<file path="config.mk">
export PLATFORM = sky130hd
export DESIGN_NAME = rpn_stack_viewer
export DESIGN_NICKNAME = d
export VERILOG_FILES = /design/src/rtl/rpn_pkg.sv /design/src/rtl/hex7seg.sv /design/src/rtl/rpn_stack_viewer.sv
export SDC_FILE = /design/constraint.sdc
export NUM_CORES = 1
export LEC_CHECK = 0
export ABC_AREA = 1
export CAP_MARGIN = 20
export CORE_ASPECT_RATIO = 2
export CORE_MARGIN = 10
export CORE_UTILIZATION = 50
export CTS_CLUSTER_SIZE = 14
export DETAILED_ROUTE_END_ITERATION = 10
export PLACE_DENSITY = 0.84
export SYNTH_ARGS = -nofsm -noshare
export SYNTH_HDL_FRONTEND = slang
export SYNTH_SLANG_ARGS = --single-unit
</file>
<file path="constraint.sdc">
create_clock -name CLOCK_50 -period 2.6 [get_ports CLOCK_50]
set_clock_uncertainty 0.1 [all_clocks]
set_input_delay 0.52 -clock CLOCK_50 [delete_from_list [all_inputs] [get_ports CLOCK_50]]
set_output_delay 0.52 -clock CLOCK_50 [all_outputs]
set_load 0.02 [all_outputs]
</file>
<file path="src/rtl/rpn_pkg.sv">
// Shared constants and types for the RPN stack viewer.
package rpn_pkg;

   localparam int unsigned DEPTH = 8;
   localparam int unsigned WIDTH = 8;
   localparam int unsigned PTR_W = 3;
   localparam int unsigned CNT_W = PTR_W + 1;
   localparam int unsigned TMO_W = 4;
   localparam int unsigned SEG_W = 7;

   localparam logic [TMO_W-1:0] TIMEOUT   = 4'd15;
   localparam logic [SEG_W-1:0] SEG_BLANK = 7'h7F;
   localparam logic [SEG_W-1:0] SEG_DASH  = 7'b0111111;

   typedef enum logic [1:0] {IDLE, REQ, WAIT, SHOW} state_e;

   // Registered display contents: value digits and depth-offset digit.
   typedef struct packed {
      logic [SEG_W-1:0] hex1;
      logic [SEG_W-1:0] hex0;
      logic [SEG_W-1:0] hex4;
   } disp_t;

endpackage

</file>
<file path="src/rtl/hex7seg.sv">
// Nibble to active-low seven-segment pattern, segment order {g,f,e,d,c,b,a}.
module hex7seg
   import rpn_pkg::*;
(
   input  logic [3:0]       nib,
   output logic [SEG_W-1:0] seg_c
);

   always_comb begin
      seg_c = SEG_BLANK;
      case (nib)
         4'h0: seg_c = 7'b1000000;
         4'h1: seg_c = 7'b1111001;
         4'h2: seg_c = 7'b0100100;
         4'h3: seg_c = 7'b0110000;
         4'h4: seg_c = 7'b0011001;
         4'h5: seg_c = 7'b0010010;
         4'h6: seg_c = 7'b0000010;
         4'h7: seg_c = 7'b1111000;
         4'h8: seg_c = 7'b0000000;
         4'h9: seg_c = 7'b0010000;
         4'hA: seg_c = 7'b0001000;
         4'hB: seg_c = 7'b0000011;
         4'hC: seg_c = 7'b1000110;
         4'hD: seg_c = 7'b0100001;
         4'hE: seg_c = 7'b0000110;
         4'hF: seg_c = 7'b0001110;
         default: seg_c = SEG_BLANK;
      endcase
   end

endmodule

</file>
<file path="src/rtl/rpn_stack_viewer.sv">
// Browses the RPN operand stack with two keys, fetches the selected entry
// over a one-cycle read port and shows it on the seven-segment displays.
module rpn_stack_viewer
   import rpn_pkg::*;
(
   input  logic             CLOCK_50,
   input  logic             rst_n,
   input  logic             key_up_n,
   input  logic             key_dn_n,
   input  logic [PTR_W:0]   count,
   input  logic             stack_changed,
   output logic             rd_req,
   output logic [PTR_W-1:0] rd_addr,
   input  logic             rd_valid,
   input  logic [WIDTH-1:0] rd_data,
   output logic [SEG_W-1:0] HEX0,
   output logic [SEG_W-1:0] HEX1,
   output logic [SEG_W-1:0] HEX2,
   output logic [SEG_W-1:0] HEX3,
   output logic [SEG_W-1:0] HEX4,
   output logic [SEG_W-1:0] HEX5,
   output logic [PTR_W-1:0] view_offset,
   output logic             err
);

   localparam disp_t DISP_RST = '{hex1: SEG_BLANK, hex0: SEG_BLANK, hex4: SEG_BLANK};

   state_e           state_q, state_d;
   logic [2:0]       up_sync_q, up_sync_d, dn_sync_q, dn_sync_d;
   logic [PTR_W-1:0] offset_q, offset_d;
   logic [PTR_W-1:0] req_off_q, req_off_d;
   logic [PTR_W-1:0] rd_addr_q, rd_addr_d;
   logic             pend_q, pend_d;
   logic             rd_req_q, rd_req_d;
   logic             err_q, err_d;
   logic [TMO_W-1:0] tmo_q, tmo_d;
   disp_t            disp_q, disp_d;

   logic             up_pulse_c, dn_pulse_c;
   logic [PTR_W-1:0] last_c;
   logic [SEG_W-1:0] seg_hi_c, seg_lo_c, seg_off_c;

   hex7seg u_seg_hi  (.nib(rd_data[7:4]),   .seg_c(seg_hi_c));
   hex7seg u_seg_lo  (.nib(rd_data[3:0]),   .seg_c(seg_lo_c));
   hex7seg u_seg_off (.nib(4'(req_off_q)),  .seg_c(seg_off_c));

   // Bits [1:0] synchronise the raw key, bit 2 remembers the previous level.
   assign up_sync_d  = {up_sync_q[1:0], key_up_n};
   assign dn_sync_d  = {dn_sync_q[1:0], key_dn_n};
   assign up_pulse_c = up_sync_q[2] & ~up_sync_q[1];
   assign dn_pulse_c = dn_sync_q[2] & ~dn_sync_q[1];
   assign last_c     = PTR_W'(count - CNT_W'(1));

   always_comb begin
      state_d   = state_q;
      offset_d  = offset_q;
      pend_d    = pend_q;
      rd_req_d  = 1'b0;
      rd_addr_d = rd_addr_q;
      req_off_d = req_off_q;
      tmo_d     = tmo_q;
      err_d     = err_q;
      disp_d    = disp_q;

      // Outputs are computed for the state being entered, so rd_req is
      // high exactly while the FSM sits in REQ.
      case (state_q)
         IDLE: begin
            if (pend_q) begin
               pend_d = 1'b0;
               if (count == '0) begin
                  disp_d = '{hex1: SEG_DASH, hex0: SEG_DASH, hex4: SEG_DASH};
               end else begin
                  state_d   = REQ;
                  rd_req_d  = 1'b1;
                  rd_addr_d = PTR_W'(last_c - offset_q);
                  req_off_d = offset_q;
                  tmo_d     = '0;
               end
            end
         end
         REQ: begin
            state_d = WAIT;
            tmo_d   = TMO_W'(tmo_q + 1'b1);
         end
         WAIT: begin
            if (rd_valid) begin
               state_d = SHOW;
               err_d   = 1'b0;
               disp_d  = '{hex1: seg_hi_c, hex0: seg_lo_c, hex4: seg_off_c};
            end else if (tmo_q == TIMEOUT) begin
               state_d     = IDLE;
               err_d       = 1'b1;
               disp_d.hex1 = SEG_DASH;
               disp_d.hex0 = SEG_DASH;
            end else begin
               tmo_d = TMO_W'(tmo_q + 1'b1);
            end
         end
         SHOW:    state_d = IDLE;
         default: state_d = IDLE;
      endcase

      // Browse events come last so a request raised mid-read survives.
      if (stack_changed) begin
         offset_d = '0;
         pend_d   = 1'b1;
      end else if (count == '0) begin
         offset_d = '0;
      end else if (up_pulse_c ^ dn_pulse_c) begin
         if (up_pulse_c) begin
            offset_d = (offset_q == last_c) ? '0 : PTR_W'(offset_q + 1'b1);
         end else begin
            offset_d = (offset_q == '0) ? last_c : PTR_W'(offset_q - 1'b1);
         end
         if (offset_d != offset_q) pend_d = 1'b1;
      end
   end

   always_ff @(posedge CLOCK_50 or negedge rst_n) begin
      if (!rst_n) begin
         state_q   <= IDLE;
         up_sync_q <= '1;
         dn_sync_q <= '1;
         offset_q  <= '0;
         req_off_q <= '0;
         rd_addr_q <= '0;
         pend_q    <= 1'b1;
         rd_req_q  <= 1'b0;
         err_q     <= 1'b0;
         tmo_q     <= '0;
         disp_q    <= DISP_RST;
      end else begin
         state_q   <= state_d;
         up_sync_q <= up_sync_d;
         dn_sync_q <= dn_sync_d;
         offset_q  <= offset_d;
         req_off_q <= req_off_d;
         rd_addr_q <= rd_addr_d;
         pend_q    <= pend_d;
         rd_req_q  <= rd_req_d;
         err_q     <= err_d;
         tmo_q     <= tmo_d;
         disp_q    <= disp_d;
      end
   end

   assign rd_req      = rd_req_q;
   assign rd_addr     = rd_addr_q;
   assign view_offset = offset_q;
   assign err         = err_q;
   assign HEX0        = disp_q.hex0;
   assign HEX1        = disp_q.hex1;
   assign HEX4        = disp_q.hex4;
   assign HEX2        = SEG_BLANK;
   assign HEX3        = SEG_BLANK;
   assign HEX5        = SEG_BLANK;

endmodule

</file>
==> results.md <==
* Final slew viol count at 0
* Clk Latency, worst-skew pair at 280 ps
* Clock Sinks at 45
* RePlAce Congestion at 0.850
* Gate Count Post-Synth at 346
* TritonCTS Buffers at 5
* Yosys warnings at 0
* Crit Reg-Reg Endpoint: HEX0[0]
* Reg area at 1160 µm²
* RSZ-0062 raised after global routing: no
* I/O pins at 68
* Core ar. at 5710 µm²
* Count leader, synth: nand2_1
* Number of diodes at 0
* First-pass GRT wire length at 11.1 mm
* Finished Layout Cells at 457
* Worst hold path type: input pin to async pin
* Fill count at 502
* Post-DP HPWL at 5.38 mm
* Crit path largest cell delay at 480 ps
* Highest clock rate at 0.428 GHz
* Via count at 2,447
* Multi-input combinational cell area at 1490 µm²
* Final WS setup at 265 ps
* Synth top area cells: dfstp_2 25%, dfrtp_1 14%, ha_1 12%
* Count of final setup violators at 0
* Die area at 9520 µm²
* WP data arrival at 2450 ps
* Crit end category: flop
* Vias per inst at 5.35
* Fin. Hold Viols at 0
* Period utilization at 89.8%
* Die Ht at 128 µm
* Pwr/cell area at 1030 nW/µm²
* Met3 Track Usage GR at 4.39%
* Average wire per standard cell at 14.6 µm
* Status: finished clean
* Starting DRT DRC Count at 149
* Reg2reg start: state_q[0]
* Part of the power in combinational logic at 49.1%
* Worst path slowest cell: clkdlybuf4s50_1
* Met2 usage at 27.0%
* Top FF cell, synth: dfstp_2
* Area growth syn-to-layout at 20.0%
* Root cell of the clock tree: clkbuf_16
* Max VDD drop at 782 µV
* Initial Util at 51.4%
* Worst r2r path cells at 7
* Crit Path Class: input pin to flop
* Synth unique cells at 38
* Worst Path Required at 2710 ps
* Pleak at 1.62 nW
* Seq pwr share at 33.5%
* Startpoint types: input pin
* Routed Antenna Nets at 0
* Worst-path clk slew at 60 ps
* GRT met1 Usage at 13.1%
* GRT Util Overall at 14.3%
* Ys async rst share at 100%
* Clock share of power at 17.4%
* Die Wd at 74.2 µm
* Post-synth EDFFs at 0
* Cell taking the most area after synthesis: dfstp_2
* Largest net degree at the start of global routing at 41
* GRT Max-Usage Layer: met2
* H-tree depth at 2
* Initial antenna violation count at 0
* Most common cell on crit path: nand2_1
* Setup slack after placement at -19.5 ps
* Remaining Overflow, GRT at 0
* Initial DRT Pass Iterations at 4
* Reg2Reg Setup Slack at 590 ps
* Layout cell share with drive strength beyond 1 at 13.1%
* Std cell rows at 39
* Drt drc at 0
* DRT Wirelength at 6.67 mm
* Worst Path Max Fanout at 3
* Post-layout min period at 2340 ps
* Port bufs at 46
* Actual slew at the worst max-slew pin at 869 ps
* Placed Cells at 449
* Vias in the first global route at 2,534
* NetSw at 1.46 mW
* P_int at 2.17 mW
* Worst-path cell chain: clkdlybuf4s50_1, inv_1, ha_1, inv_1, ha_1, nand2_1, inv_1, nand3_1, nand2_1, nand2_1, nand2_1, nand2_1, nand3_1, nand2_1, nand2_1
* Mapped Area at 2940 µm²
* Max-cap viol count at 0
* CTS tree: built
* Max clock buf depth at 2
* Slew margin rel. at 42.1%
* Synth cell count leaders: 67 x nand2_1, 38 x inv_1, 28 x dfstp_2, 28 x ha_1, 24 x nor2_1
* PostCTS Resize Cnt at 0
* Sw Ratio at 40.2%
* Post-synthesis sequential area ratio at 39.6%
* Setup Fix Bufs, Post-CTS at 0
* Syn Area/Cell at 8.48 µm²
* Hold Buf Count CTS at 0
* Net count, final at 442
* Post-synthesis register bit count at 45
* Top-area cell type share of the netlist area at 25.1%
* Final core occ at 61.7%
==> worst max-delay path by stage <==
stage                        start  slack, ps  cells past startpoint  endpoint
after CTS                 count[0]        290                     15    pend_q
after global routing      count[0]        130                     16    pend_q
final                     count[0]        260                     15    pend_q
after detailed placement  count[0]        -20                     15    pend_q
after floorplan           count[0]        670                     15    pend_q
after global placement    count[0]         80                     16    pend_q
==> logic make-up after synthesis <==
group,Yosys count,share of synthesized area (%)
compound gates,74,16.1
flops,45,39.6
simple gates,120,17.1
fa+ha+maj,29,12.6
other cells,1,0.128
buf+inv,70,12.2
mux,2,0.767
xor+xnor,5,1.49
==> layout make-up <==
| class | instances | share of cell area, % |
|---|---|---|
| sequential | 45 | 33.0 |
| timing repair buffer | 51 | 14.0 |
| tap | 61 | 2.17 |
| clock buffer | 8 | 4.16 |
| inverter | 41 | 4.37 |
| multi-input combinational | 251 | 42.3 |
==> per-layer routing <==
| layer | part of all wire [%] | up-vias |
|---|---|---|
| li1 | - | 1204 |
| met1 | 34 | 1147 |
| met2 | 57 | 78 |
| met3 | 7.0 | 18 |
| met4 | 2.7 | 0 |
| met5 | 0 | - |
==> power by group through the flow <==
stage / combinational, mW / clock, mW / sequential [mW]
CTS: 1.80 / 0.640 / 1.22
finish: 1.78 / 0.633 / 1.22
global placement: 1.73 / 0 / 1.22
floorplan: 0.947 / 0 / 1.42
global route: 1.96 / 0.660 / 1.25
detailed placement: 1.79 / 0 / 1.22
==> placed cells by master, fill, tap and decap left out, types with 17 or more instances in the layout <==
master	Yosys	final
inv_1	38	38
conb_1	1	21
nand3_1	19	19
o21ai_0	23	23
dfrtp_1	17	17
nor2_1	24	24
clkdlybuf4s50_1	0	45
ha_1	28	28
dfstp_2	28	28
nand2_1	67	67
==> stage by stage <==
step | total power [mW] | hold WS, ps | area (µm²) | TNS [ps]
global route | 3.87 | 262 | 3520 | 0
global placement | 2.95 | 248 | 3380 | 0
floorplan | 2.37 | 124 | 3010 | 0
CTS | 3.66 | 258 | 3520 | 0
finish | 3.63 | 254 | 3520 | 0
detailed placement | 3.01 | 249 | 3380 | -19.5
==> flip-flops by register name, indices dropped and copies added, names as in the netlist, 2 cells and up <==
signal,flops
req_off_q,3
dn_sync_q,3
up_sync_q,3
state_q,2
HEX1,7
view_offset,3
HEX4,7
tmo_q,4
rd_addr,3
HEX0,7
==> worst max-delay path, delay by kind of cell <==
kind	cells	cell delay [ps]
fa+ha+maj	2	540
buf+inv	4	690
simple gates	9	710
(Power assumes the default switching activity.)
